$ cat src/rtl/cpu_skid_stage.sv
// Two-entry skid buffer between CPU pipeline stages. Upstream backpressure is
// decoded from registered occupancy, so the downstream stall never reaches o_busy combinationally.
module cpu_skid_stage #(
  parameter int DW = 32
) (
  input  logic          i_clock,
  input  logic          i_reset,
  input  logic          i_flush,
  input  logic          i_valid,
  input  logic [DW-1:0] i_data,
  output logic          o_busy,
  output logic          o_valid,
  output logic [DW-1:0] o_data,
  input  logic          i_busy,
  output logic [1:0]    o_count
);

  typedef enum logic [1:0] {
    EMPTY = 2'd0,
    ONE   = 2'd1,
    FULL  = 2'd2
  } state_t;

  state_t        state_r;
  state_t        state_s;
  logic [DW-1:0] main_r;
  logic [DW-1:0] main_s;
  logic [DW-1:0] skid_r;
  logic [DW-1:0] skid_s;
  logic          valid_r;
  logic          busy_r;
  logic [1:0]    count_r;
  logic          acc_s;
  logic          con_s;

  assign acc_s   = i_valid & ~busy_r;
  assign con_s   = valid_r & ~i_busy;
  assign o_busy  = busy_r;
  assign o_valid = valid_r;
  assign o_count = count_r;
  assign o_data  = main_r;

  // Next-state and storage update; flush overrides every transition.
  always_comb begin
    state_s = state_r;
    main_s  = main_r;
    skid_s  = skid_r;
    if (i_flush) begin
      state_s = EMPTY;
    end else begin
      case (state_r)
        EMPTY: begin
          if (acc_s) begin
            state_s = ONE;
            main_s  = i_data;
          end else begin
            state_s = EMPTY;
          end
        end
        ONE: begin
          if (acc_s && con_s) begin
            state_s = ONE;
            main_s  = i_data;
          end else if (acc_s) begin
            state_s = FULL;
            skid_s  = i_data;
          end else if (con_s) begin
            state_s = EMPTY;
          end else begin
            state_s = ONE;
          end
        end
        FULL: begin
          if (con_s) begin
            state_s = ONE;
            main_s  = skid_r;
          end else begin
            state_s = FULL;
          end
        end
        default: begin
          state_s = EMPTY;
        end
      endcase
    end
  end

  // State, storage and output flags, all decoded from the next state so they stay registered.
  always_ff @(posedge i_clock or negedge i_reset) begin
    if (!i_reset) begin
      state_r <= EMPTY;
      main_r  <= {DW{1'b0}};
      skid_r  <= {DW{1'b0}};
      valid_r <= 1'b0;
      busy_r  <= 1'b0;
      count_r <= 2'd0;
    end else begin
      state_r <= state_s;
      main_r  <= main_s;
      skid_r  <= skid_s;
      valid_r <= (state_s != EMPTY);
      busy_r  <= (state_s == FULL);
      case (state_s)
        EMPTY:   count_r <= 2'd0;
        ONE:     count_r <= 2'd1;
        FULL:    count_r <= 2'd2;
        default: count_r <= 2'd0;
      endcase
    end
  end

endmodule
$ cat config.mk
export PLATFORM = sky130hd
export DESIGN_NAME = cpu_skid_stage
export DESIGN_NICKNAME = d
export VERILOG_FILES = /design/src/rtl/cpu_skid_stage.sv
export SDC_FILE = /design/constraint.sdc
export NUM_CORES = 1
export LEC_CHECK = 0
export BUFFER_PORTS_ARGS = -buffer_cell sky130_fd_sc_hd__buf_2
export CORE_MARGIN = 4
export CORE_UTILIZATION = 25
export CTS_CLUSTER_DIAMETER = 120
export DETAILED_ROUTE_END_ITERATION = 6
export PLACE_DENSITY = 0.46
export SKIP_CTS_REPAIR_TIMING = 1
export SLEW_MARGIN = 15
export SYNTH_ARGS = -nofsm -noshare
export SYNTH_HDL_FRONTEND = slang
export SYNTH_SLANG_ARGS = --single-unit
$ cat constraint.sdc
create_clock -name i_clock -period 2.1 [get_ports i_clock]
set_input_delay 0.21 -clock i_clock [delete_from_list [all_inputs] [get_ports i_clock]]
set_output_delay 0.21 -clock i_clock [all_outputs]
set_load 0.03 [all_outputs]
[Word-level counts from Yosys, hierarchy flattened]
Index checks and enable logic that the tools add are counted.
Word-level totals
  register bits: 70
  input port bits: 37
  output and inout bits: 36
  logic and storage cells: 37
Cells by class
  equal/unequal tests: 7
  multiplexer cells: 12
  bitwise operators: 6
  reductions and logical operators: 6
Operators by type and width (number)
  $mux 32: 3
  $pmux 32 s3: 1
  $mux 2: 4
  $ne 2x2->1 const B: 3
  $pmux 2 s3: 1
  $reduce_and 5->1: 1
  $eq 2x1->1 const B: 2
  $eq 2x2->1 const B: 2
  $not 1->1: 4
  $pmux 2 s2: 1
  $reduce_and 4->1: 1
  $reduce_bool 3->1: 1
  $and 1x1->1: 2
  $logic_not 2->1: 1
  $mux 1: 2
  $reduce_bool 2->1: 1
  $logic_and 1x1->1: 1

[Depth between registers and ports, before layout]
  depth after elaboration: 9
  depth in mapped cells: 7

[Worst setup path after synthesis]
No wires, ideal clock.
  path type: register to register
  from: reg valid_r (netlist: o_valid)
  to: reg main_r[0] (netlist: o_data[0])
  library setup time: 125 ps
  arrival: 1622 ps
  required time: 1975 ps
  setup slack: 353 ps
  stages on the path, launching flop included: 6
  period minus slack after synthesis: 1747 ps
  cells stage by stage: dfrtp_1 > nand2b_4 > a2111oi_4 > nor2_2 > buf_6 > mux2_4
Between the ends
  cells in the longest elaborated chain, start to end: 4
  elaborated cells between the ends (all ways): 5
Ends and longest elaborated chain
  start: declaration: RTL line 30  | logic valid_r;
  start signal: assignment: RTL line 101  | valid_r <= (state_s != EMPTY);
  $and 1x1->1 *: RTL line 37  | assign con_s = valid_r & ~i_busy;
  $logic_and 1x1->1: RTL line 61  | if (acc_s && con_s) begin
  $ne 2x2->1 (no source line)
  $reduce_and 5->1 (no source line) *
  end signal: assignment: RTL line 92  | main_r <= {DW{1'b0}};
  end signal: assignment: RTL line 99  | main_r <= main_s;
  end: declaration: RTL line 26  | logic [DW-1:0] main_r;
Mark *: on every way between the ends. The rest lies on a longest branch, timed or not.
A chain may end at the register's enable or synchronous reset.

[Final worst setup path]
  from: reg state_r[0]
  to: reg main_r[16] (netlist: o_data[16])
Between the ends
  cells in the longest elaborated chain, start to end: 3
  elaborated cells between the ends (all ways): 9
Ends and longest elaborated chain
  start: declaration: RTL line 24  | state_t state_r;
  start signal: assignment: RTL line 98  | state_r <= state_s;
  $eq 2x1->1 (tied with other cells): RTL line 51  | case (state_r)
  $ne 2x2->1 (no source line) or $reduce_bool 3->1 (tied branches)
  $reduce_and 5->1 (no source line)
Several ways; a longest one is shown, not always the timed one.

==> impl_metrics.env <==
export IMPL_r2r_cells=5
export IMPL_die_h_um=121
export IMPL_clockRootBuffer="clkbuf_16"
export IMPL_slew_viol_final=0
export IMPL_ys_seq_elements=69
export IMPL_rsz0062_at_grt="no"
export IMPL_rrSetupSlack_ns=0.32
export IMPL_grt_overflow=0
export IMPL_htreeDepth=3
export IMPL_port_buffers=72
export IMPL_vias=2094
export IMPL_reg2reg_from="state_r[0]"
export IMPL_track_usage=0.105
export IMPL_status="finished, final reports clean"
export IMPL_vias_per_cell=4.05
export IMPL_wl_per_cell_um=13.6
export IMPL_p_leak_nw=2.08
export IMPL_cts_tree="yes"
export IMPL_crit_end="o_data[16]"
export IMPL_drtIter0Drc=117
export IMPL_max_cap_viol_count=0
export IMPL_r2r_end="o_data[16]"
export IMPL_finalCriticalPeriod_ns=1.78
export IMPL_hold_viol=0
export IMPL_placed_cells=500
export IMPL_worst_slew_pin_slew_ns=0.450
export IMPL_clockBufferDepth=2
export IMPL_syn_avg_cell_area_sq_um=11.9
export IMPL_layoutNonFillerInstCount=517
export IMPL_worst_setup_path_start_kind="register"
export IMPL_worstSetupPathType="register to register"
export IMPL_cp_startpoint="state_r[0]"
export IMPL_syn_cell_area_sq_mm=0.00317
export IMPL_finalClockSkew_ns=0.00541
export IMPL_synth_top_area_frac=0.545
export IMPL_synth_area_leaders="dfrtp_1, mux2_4, mux2_2"
export IMPL_hp_class="primary input to register"
export IMPL_grt_max_degree=39
export IMPL_final_antenna_net_count=0
export IMPL_hold_path_startpoint="i_data[6]"
export IMPL_ys_types=24
export IMPL_ir_worst_vdd_v=0.000437
export IMPL_synth_top_area_cell="dfrtp_1"
export IMPL_grt_first_pass_wirelength_um=11500
export IMPL_path_clk_slew_ns=0.05
export IMPL_total_power_mw=4.99
export IMPL_insertion_delay_ns=0.34
export IMPL_clock_fmax_mhz=561
export IMPL_layout_nets=382
export IMPL_worst_path_max_fanout=18
export IMPL_required_ns=2.32
export IMPL_critPathCaptureType="register"
export IMPL_antenna_found_initial=0
export IMPL_die_w_um=121
export IMPL_netlist_instances=266
export IMPL_worstPathArrival_ns=2.00
export IMPL_cts_sinks=69
export IMPL_fin_crit_sh=0.849
export IMPL_ys_warn_count=0
export IMPL_synth_nets=304
export IMPL_tns_ns=0
export IMPL_drt_wl_total_um=7010
export IMPL_core_area_sq_mm=0.0122
export IMPL_ios=73
export IMPL_gp_congestion=0.706
export IMPL_die_area_sq_mm=0.0145
export IMPL_yosysSeqAreaShare=0.545
export IMPL_max_slew_margin=0.700
export IMPL_drc=0
export IMPL_start_util=0.259
export IMPL_grt_pass1_vias=2108
export IMPL_drive_gt1_frac=0.470
export IMPL_rows=40
export IMPL_n_antenna_cell=0
export IMPL_cts_buffers=9
export IMPL_area_growth_pct=27.9
export IMPL_report_final_setup_viol=0
export IMPL_hpwl_um=4710
export IMPL_power_density_mw_per_mm2=1230
export IMPL_drt_pass1_iterations=4
## sequential cells by signal (all words and copies together) (netlist names)
signal	flops
o_data	32
skid_r	32
state_r	2
o_busy	1
o_count	1
o_valid	1
## final cells by class
class / count / area (sq um)
clock buffers: 12 / 246
clock inverters: 4 / 47.5
well taps: 168 / 210
flip-flops and latches: 69 / 1730
inverters: 4 / 15.0
repair buffers: 81 / 445
multi-input cells: 179 / 1360
fillers: 1290 / 8160
## worst min-delay path by stage
| stage | end | cells past startpoint | slack (ns) |
|---|---|---|---|
| after floorplan | o_busy | 0 | -0.09 |
| after global placement | o_data[2] | 1 | 0.19 |
| after detailed placement | o_data[2] | 1 | 0.19 |
| after CTS | skid_r[1] | 1 | -0.18 |
| after global routing | skid_r[6] | 2 | 0.10 |
| final | skid_r[6] | 2 | 0.12 |
## kinds of logic (layout without fill, tap and decap cells)
family	after synthesis	count (layout)	synth area share
flops	69	69	0.545
simple gates	111	111	0.143
buf+inv	18	101	0.0320
fa+ha+maj	1	1	0.00395
mux	63	63	0.260
compound gates	4	4	0.0162
## through the flow
stage / hold WS, ns / area (sq um) / utilization / setup WS, ns
final: 0.119 / 4050 / 0.332 / 0.316
after global routing: 0.102 / 4050 / 0.332 / 0.171
after CTS: -0.181 / 4040 / 0.331 / 0.306
after detailed placement: 0.190 / 3750 / 0.307 / 0.319
after global placement: 0.189 / 3750 / 0.307 / 0.337
after floorplan: -0.0856 / 3170 / - / 0.353
## report_power, final
group | internal [mW] | leakage [nW] | switching [mW]
Clock | 0.948 | 0.143 | 0.556
Combinational | 0.678 | 1.11 | 0.762
Sequential | 1.80 | 0.831 | 0.241
Total | 3.43 | 2.08 | 1.56
## placed cells by master (no fill, tap or decap), drive strengths merged, types with 2 or more instances in the layout
| cell | n |
|---|---|
| nand2 | 95 |
| buf | 80 |
| dfrtp | 69 |
| mux2 | 63 |
| clkbuf | 12 |
| inv | 4 |
| nor3 | 4 |
| nand2b | 4 |
| nor2 | 3 |
| clkinv | 2 |
| nor2b | 2 |
## layer usage
layer	global-route usage	part of all wire	wire length [um]
met5	0	0	0
met4	0.0404	0.014	101
met3	0.0486	0.066	461
met2	0.152	0.45	3150
met1	0.135	0.47	3290
## Yosys cell counts
master,count
or2_2,1
clkbuf_1,4
a2111oi_4,1
inv_1,4
nand3_1,1
a22oi_1,1
a211oi_1,1
mux2_2,32
nor2_2,1
a31o_2,1
or3_1,1
nor2b_1,2
buf_2,6
dfrtp_1,69
mux2_1,1
nand2_1,95
nor2_1,2
buf_4,1
nand2b_1,3
ha_1,1
nand2b_4,1
nor3_1,4
mux2_4,30
buf_6,3
## worst max-delay path: stages (launching register included)
cell and delay (ns):
dfrtp_1 0.47, nand2b_2 0.23, nor3_1 0.34, nor2_4 0.04, buf_4 0.25, mux2_4 0.33
No activity file was read; power rests on OpenSTA's default activity.
